### src/rtl/maze_pkg.sv
// Shared encodings for the LED-matrix maze controller.
package maze_pkg;

  typedef enum logic [1:0] {
    ST_PLAY    = 2'd0,
    ST_WIN     = 2'd1,
    ST_CRASH   = 2'd2,
    ST_TIMEOUT = 2'd3
  } state_t;

  localparam logic [7:0] BCD_ZERO = 8'h00;

  function automatic logic [7:0] to_bcd(input int v);
    return {4'(v / 10), 4'(v % 10)};
  endfunction

endpackage

### src/rtl/bcd_down_counter.sv
// Two-digit BCD down counter: load, enable, freeze, stops at 00 and flags it.
module bcd_down_counter #(
  parameter logic [7:0] RST_VAL = 8'h00
) (
  input  logic       clk,
  input  logic       rst_n,
  input  logic       i_load,
  input  logic [7:0] i_load_val,
  input  logic       i_en,
  input  logic       i_freeze,
  output logic [3:0] o_tens,
  output logic [3:0] o_ones,
  output logic       o_zero
);
  import maze_pkg::*;

  logic [3:0] r_tens, r_ones;

  assign o_tens = r_tens;
  assign o_ones = r_ones;
  assign o_zero = ({r_tens, r_ones} == BCD_ZERO);

  always_ff @(posedge clk or negedge rst_n) begin
    if (!rst_n) begin
      {r_tens, r_ones} <= RST_VAL;
    end else if (i_load) begin
      {r_tens, r_ones} <= i_load_val;
    end else if (i_en && !i_freeze && !o_zero) begin
      if (r_ones == 4'd0) begin
        r_ones <= 4'd9;
        r_tens <= r_tens - 4'd1;
      end else begin
        r_ones <= r_ones - 4'd1;
      end
    end
  end

endmodule

### src/rtl/maze_game_ctrl.sv
// Maze game controller: position tracking, wall collision, BCD countdown, outcome FSM.
// Optional MAZE_LIVES_EN: wall hits cost a life and respawn until lives run out.
module maze_game_ctrl
  import maze_pkg::*;
#(
  parameter int GRID      = 8,
  parameter int TIME_SEC  = 20,
  parameter int START_ROW = 7,
  parameter int START_COL = 0,
  parameter int EXIT_ROW  = 0,
  parameter int EXIT_COL  = 5,
  parameter int LIVES     = 3,
  localparam int PW       = $clog2(GRID)
) (
  input  logic                 clk,
  input  logic                 reset,
  input  logic                 sec_tick,
  input  logic                 start,
  input  logic                 mv_up,
  input  logic                 mv_down,
  input  logic                 mv_left,
  input  logic                 mv_right,
  input  logic [GRID*GRID-1:0] wall_map,
  output logic [PW-1:0]        pos_row,
  output logic [PW-1:0]        pos_col,
  output logic [1:0]           state,
  output logic [3:0]           time_tens,
  output logic [3:0]           time_ones,
  output logic [3:0]           lives_left,
  output logic                 done
);

  localparam int IW = $clog2(GRID * GRID);
  localparam logic [7:0] TIME_BCD = to_bcd(TIME_SEC);
`ifdef MAZE_LIVES_EN
  localparam logic [3:0] LIVES_INIT = 4'(LIVES);
`else
  localparam logic [3:0] LIVES_INIT = 4'(LIVES) & 4'd0;
`endif
  localparam logic [PW-1:0] ST_R = PW'(START_ROW);
  localparam logic [PW-1:0] ST_C = PW'(START_COL);

  state_t        r_state;
  logic [PW-1:0] r_row, r_col;
  logic [3:0]    r_lives;
  logic          r_done;

  logic [3:0]    w_mv;
  logic          w_one, w_ok, w_wall, w_move, w_exit;
  logic          w_play, w_tick, w_timeout, w_zero;
  logic [PW-1:0] w_tr, w_tc;
  logic [IW-1:0] w_idx;

  assign w_mv  = {mv_up, mv_down, mv_left, mv_right};
  assign w_one = (w_mv != 4'd0) && ((w_mv & (w_mv - 4'd1)) == 4'd0);

  // Target cell and in-grid check; simultaneous strobes give no move.
  always_comb begin
    w_tr = r_row;
    w_tc = r_col;
    w_ok = 1'b0;
    if (mv_up) begin
      w_ok = (r_row != '0);
      w_tr = r_row - 1'b1;
    end else if (mv_down) begin
      w_ok = (r_row != PW'(GRID - 1));
      w_tr = r_row + 1'b1;
    end else if (mv_left) begin
      w_ok = (r_col != '0);
      w_tc = r_col - 1'b1;
    end else if (mv_right) begin
      w_ok = (r_col != PW'(GRID - 1));
      w_tc = r_col + 1'b1;
    end
    w_ok = w_ok && w_one;
  end

  assign w_idx     = IW'(32'(w_tr) * GRID + 32'(w_tc));
  assign w_wall    = w_ok && wall_map[w_idx];
  assign w_move    = w_ok && !wall_map[w_idx];
  assign w_exit    = w_move && (w_tr == PW'(EXIT_ROW)) && (w_tc == PW'(EXIT_COL));
  assign w_play    = (r_state == ST_PLAY);
  assign w_tick    = sec_tick && w_play && !w_zero;
  assign w_timeout = w_tick && (time_tens == 4'd0) && (time_ones == 4'd1);

  bcd_down_counter #(.RST_VAL(TIME_BCD)) u_timer (
    .clk        (clk),
    .rst_n      (reset),
    .i_load     (start),
    .i_load_val (TIME_BCD),
    .i_en       (w_tick),
    .i_freeze   (r_done),
    .o_tens     (time_tens),
    .o_ones     (time_ones),
    .o_zero     (w_zero)
  );

  // Move results (WIN/CRASH) outrank a timeout on the same edge.
  always_ff @(posedge clk or negedge reset) begin
    if (!reset) begin
      r_state <= ST_PLAY;
      r_row   <= ST_R;
      r_col   <= ST_C;
      r_lives <= LIVES_INIT;
      r_done  <= 1'b0;
    end else if (start) begin
      r_state <= ST_PLAY;
      r_row   <= ST_R;
      r_col   <= ST_C;
      r_lives <= LIVES_INIT;
      r_done  <= 1'b0;
    end else if (w_play) begin
      if (w_wall) begin
`ifdef MAZE_LIVES_EN
        if (r_lives == 4'd1) begin
          r_state <= ST_CRASH;
          r_done  <= 1'b1;
          r_lives <= 4'd0;
        end else begin
          r_lives <= r_lives - 4'd1;
          r_row   <= ST_R;
          r_col   <= ST_C;
          if (w_timeout) begin
            r_state <= ST_TIMEOUT;
            r_done  <= 1'b1;
          end
        end
`else
        r_state <= ST_CRASH;
        r_done  <= 1'b1;
`endif
      end else if (w_exit) begin
        r_row   <= w_tr;
        r_col   <= w_tc;
        r_state <= ST_WIN;
        r_done  <= 1'b1;
      end else begin
        if (w_move) begin
          r_row <= w_tr;
          r_col <= w_tc;
        end
        if (w_timeout) begin
          r_state <= ST_TIMEOUT;
          r_done  <= 1'b1;
        end
      end
    end
  end

  assign pos_row    = r_row;
  assign pos_col    = r_col;
  assign state      = r_state;
  assign lives_left = r_lives;
  assign done       = r_done;

endmodule

### config.mk
export PLATFORM = sky130hd
export DESIGN_NAME = maze_game_ctrl
export DESIGN_NICKNAME = d
export VERILOG_FILES = /design/src/rtl/maze_pkg.sv /design/src/rtl/bcd_down_counter.sv /design/src/rtl/maze_game_ctrl.sv
export SDC_FILE = /design/constraint.sdc
export NUM_CORES = 1
export LEC_CHECK = 0
export BUFFER_PORTS_ARGS = -buffer_cell sky130_fd_sc_hd__buf_2
export CAP_MARGIN = 20
export CORE_MARGIN = 8
export CORE_UTILIZATION = 49
export CTS_BUF_LIST = sky130_fd_sc_hd__clkbuf_16
export DETAILED_ROUTE_END_ITERATION = 16
export PLACE_DENSITY_LB_ADDON = 0.15
export SLEW_MARGIN = 20
export SYNTH_ARGS = -nofsm -noshare
export SYNTH_HDL_FRONTEND = slang
export SYNTH_SLANG_ARGS = --single-unit
### constraint.sdc
create_clock -name clk -period 4.1 [get_ports clk]
set_clock_uncertainty 0.15 [all_clocks]
set_input_delay 0.205 -clock clk [delete_from_list [all_inputs] [get_ports clk]]
set_output_delay 0.205 -clock clk [all_outputs]
set_load 0.01 [all_outputs]
==> run metrics <==
status complete, no violations; internal power 601 uW; Max-Cap Viols 0; Power per Cell Area 396 mW/mm2; vias in the first global route 2,345; sequential area share after synthesis 19.7%; share of cells above drive strength 1 34.1%; mean routed wirelength per cell 16.1 um; main combinational cell family by area after synthesis simple AND/OR/NAND/NOR gates; post-synthesis compound-gate area fraction 25.3%; headroom to the max-slew limit 39.6%; P_sw 458 uW; Clock Path Buffers 2; Yosys top cell area share 14.9%; logic gate share of total power 57.5%; Most used DFF post-synth dfrtp_1; clock share of power 18.2%; RSZ-0062 raised after global routing false; fin crit share 83.8%; Final setup viols 0; Max FO, Critical Path 12; count of pins over their slew limit 0; WL final 6360 um; final setup margin 665 ps; IO buf count 88; worst hold path type in2reg; Placer Congestion 0.848; Via density 5.96; top post-synthesis cells by count nand2_1, nor2_1, mux2i_1; Slowest cell on crit path or3_1; synthesized area 0.00219 mm2; # clock sinks 17; Placed Instances 390; CP arrival 3470 ps; worst path cell trace buf_4, ha_1, ha_1, nand4b_1, and3_1, a2111oi_1, nor4_1, or3_1, or4_1, o211a_1; # diodes 0; grt ovf 0; top-count cell post-synth nand2_1; pre-CTS setup slack 693 ps; maximum clock rate 291 MHz; mux share of post-synthesis cell area 9.95%; die area 0.00686 mm2; Hold Vio Cnt, Final 0; global-route wire length before repair 11,000 um; Area Overhead vs Synth 22.2%; largest net degree at the start of global routing 27; Synth Warn # 0; flops & latches, synth 17; starting density of the core 50.6%; Worst-Margin Slew 899 ps; Post-CTS Setup Inserts 0; Synth Area in Adders 6.29%; DRT antenna net count 0; post-synthesis simple-gate area fraction 28.4%; Post-Syn Area per Cell 8.29 um2; CTS tree done; CTS Buf Count 3; core area 0.00432 mm2; Seq pwr share 24.3%; 1st-iter DRT viols 137; Distinct cells, synth 64; setup_tns 0 ps; Layout Nets 427; Clock Latency Late Sink 250 ps; sw frac 43.2%; Die W 82.8 um; worst path required time 4130 ps; kind of critical path reg2reg; Max stage delay on crit path 550 ps; Global Route Usage Sum 18.1%; post-route cell area 0.00268 mm2; XOR/XNOR Fraction of Synth Area 1.60%; post-route minimum period 3440 ps; die height 82.8 um; row cnt 24; Synth area leaders dfrtp_1, mux2i_1, ha_1; Top-Level Pins 93; Initial DRT Pass Iterations 4; FFs w/ async S/R, synth 100%; nature of the critical path endpoint flop; clock-pin slew on the worst setup and hold paths 50 ps; clock root buffer master clkbuf_16; Final Non-Filler Cells 395; Power Total 1.06 mW; crit path launch type flop; leading area contributor after synthesis dfrtp_1; initial antenna violation count 0; most used cell, CP ha_1; Gate Count Post-Synth 264; DR DRC count 0; vias after detailed routing 2,355; dpl hpwl 5110 um; number of synthesized flops with an enable pin 0; Cell Area, Placed 0.00259 mm2; H-tree depth 1; worst IR drop on VDD 0.373 mV; P_leak 1.30 nW
critical path, delay by kind of cell, from the launching register on:
kind	cells	cell delay, ps
and+or+nand+nor	5	1670
buffers and inverters	1	190
adders and majority gates	2	480
DFF	1	370
AOI/OAI and AO/OA	2	520
kinds of logic after synthesis:
logic type | Yosys count
other | 1
AO/OA/AOI/OAI | 67
buffers and inverters | 32
multiplexers | 19
adder cells (fa/ha/maj) | 11
AND/OR/NAND/NOR | 113
XOR/XNOR | 4
flip-flops | 17
layout make-up:
class	instances	area [um2]
clock inverters	1	3.75
multi-input cells	218	1580
inverters	11	41.3
fillers	412	1650
well taps	52	65.1
clock buffers	3	75.1
flip-flops and latches	17	430
repair buffers	93	480
routing by layer:
metal	GRT usage (%)	vias to the layer above	wire length, um
met1	23.6	1111	2890
li1	-	1172	-
met4	1.92	0	18
met3	4.20	4	394
met2	30.3	68	3060
met5	0	-	0
power by group through the flow:
stage                     clock network [mW]  logic, mW  registers (mW)
final                                  0.193      0.608           0.258
after global routing                   0.206      0.682           0.268
after CTS                              0.196      0.611           0.258
after detailed placement                   0      0.606           0.260
after global placement                     0      0.598           0.259
after floorplan                            0      0.450           0.270
path summary, 6_finish.rpt:
check	endpoint	slack [ps]	from	depth (start not counted)
setup / recovery	pos_row[0]$_DFFE_PN1P_	660	pos_col[0]$_DFFE_PN0P_	10
hold / removal	u_timer.o_tens[3]$_DFFE_PN0P_	160	start	2
setup reg to reg	pos_row[0]$_DFFE_PN1P_	660	pos_col[0]$_DFFE_PN0P_	10
hold reg to reg	u_timer.o_tens[1]$_DFFE_PN1P_	370	u_timer.o_tens[1]$_DFFE_PN1P_	2
max in group asynchronous	u_timer.o_tens[1]$_DFFE_PN1P_	3220	reset	2
min in group asynchronous	u_timer.o_ones[3]$_DFFE_PN0P_	260	reset	2
registers in the layout (all words and copies together), names as in the netlist:
register / cells
pos_col: 3
u_timer.o_tens: 4
state: 2
u_timer.o_ones: 4
done: 1
pos_row: 3
metrics by stage:
stage          hold WS (ps)  utilization, %
6_report                164            61.9
3_5_place_dp          -2.90            59.8
5_1_grt                 193            61.9
3_3_place_gp          -2.95            59.8
4_1_cts                 173            61.9
2_1_floorplan          -241               -
layout by cell type (no fill, tap or decap), types with 2 or more instances in the layout:
master     instances
a2111oi_0         11
a2111oi_1          2
a211o_1            2
a211oi_1           5
a21oi_1            8
a21oi_2            2
a221o_1            4
a221oi_1           4
a22oi_1            2
a311oi_1           7
and3_1            14
buf_2             88
buf_4              4
clkbuf_16          3
conb_1             4
dfrtp_1           13
dfstp_2            4
ha_1              11
inv_1             12
mux2_2             2
mux2i_1           15
mux4_2             2
nand2_1           24
nand2b_1           3
nand3_1           12
nor2_1            19
nor2_2             2
nor2b_1            7
nor3_1             8
nor3b_1            3
nor4_1             3
nor4b_1            2
o211ai_1           2
o21ai_0            4
o21ai_1            2
or3_1              2
or4_1              3
xnor2_1            3
repair_timing:
item / in CTS / in global routing
hold endpoints to repair: 13 / 0
gates resized for setup: 0 / 0
hold buffers: 1 / 0
(Power assumes the default switching activity.)
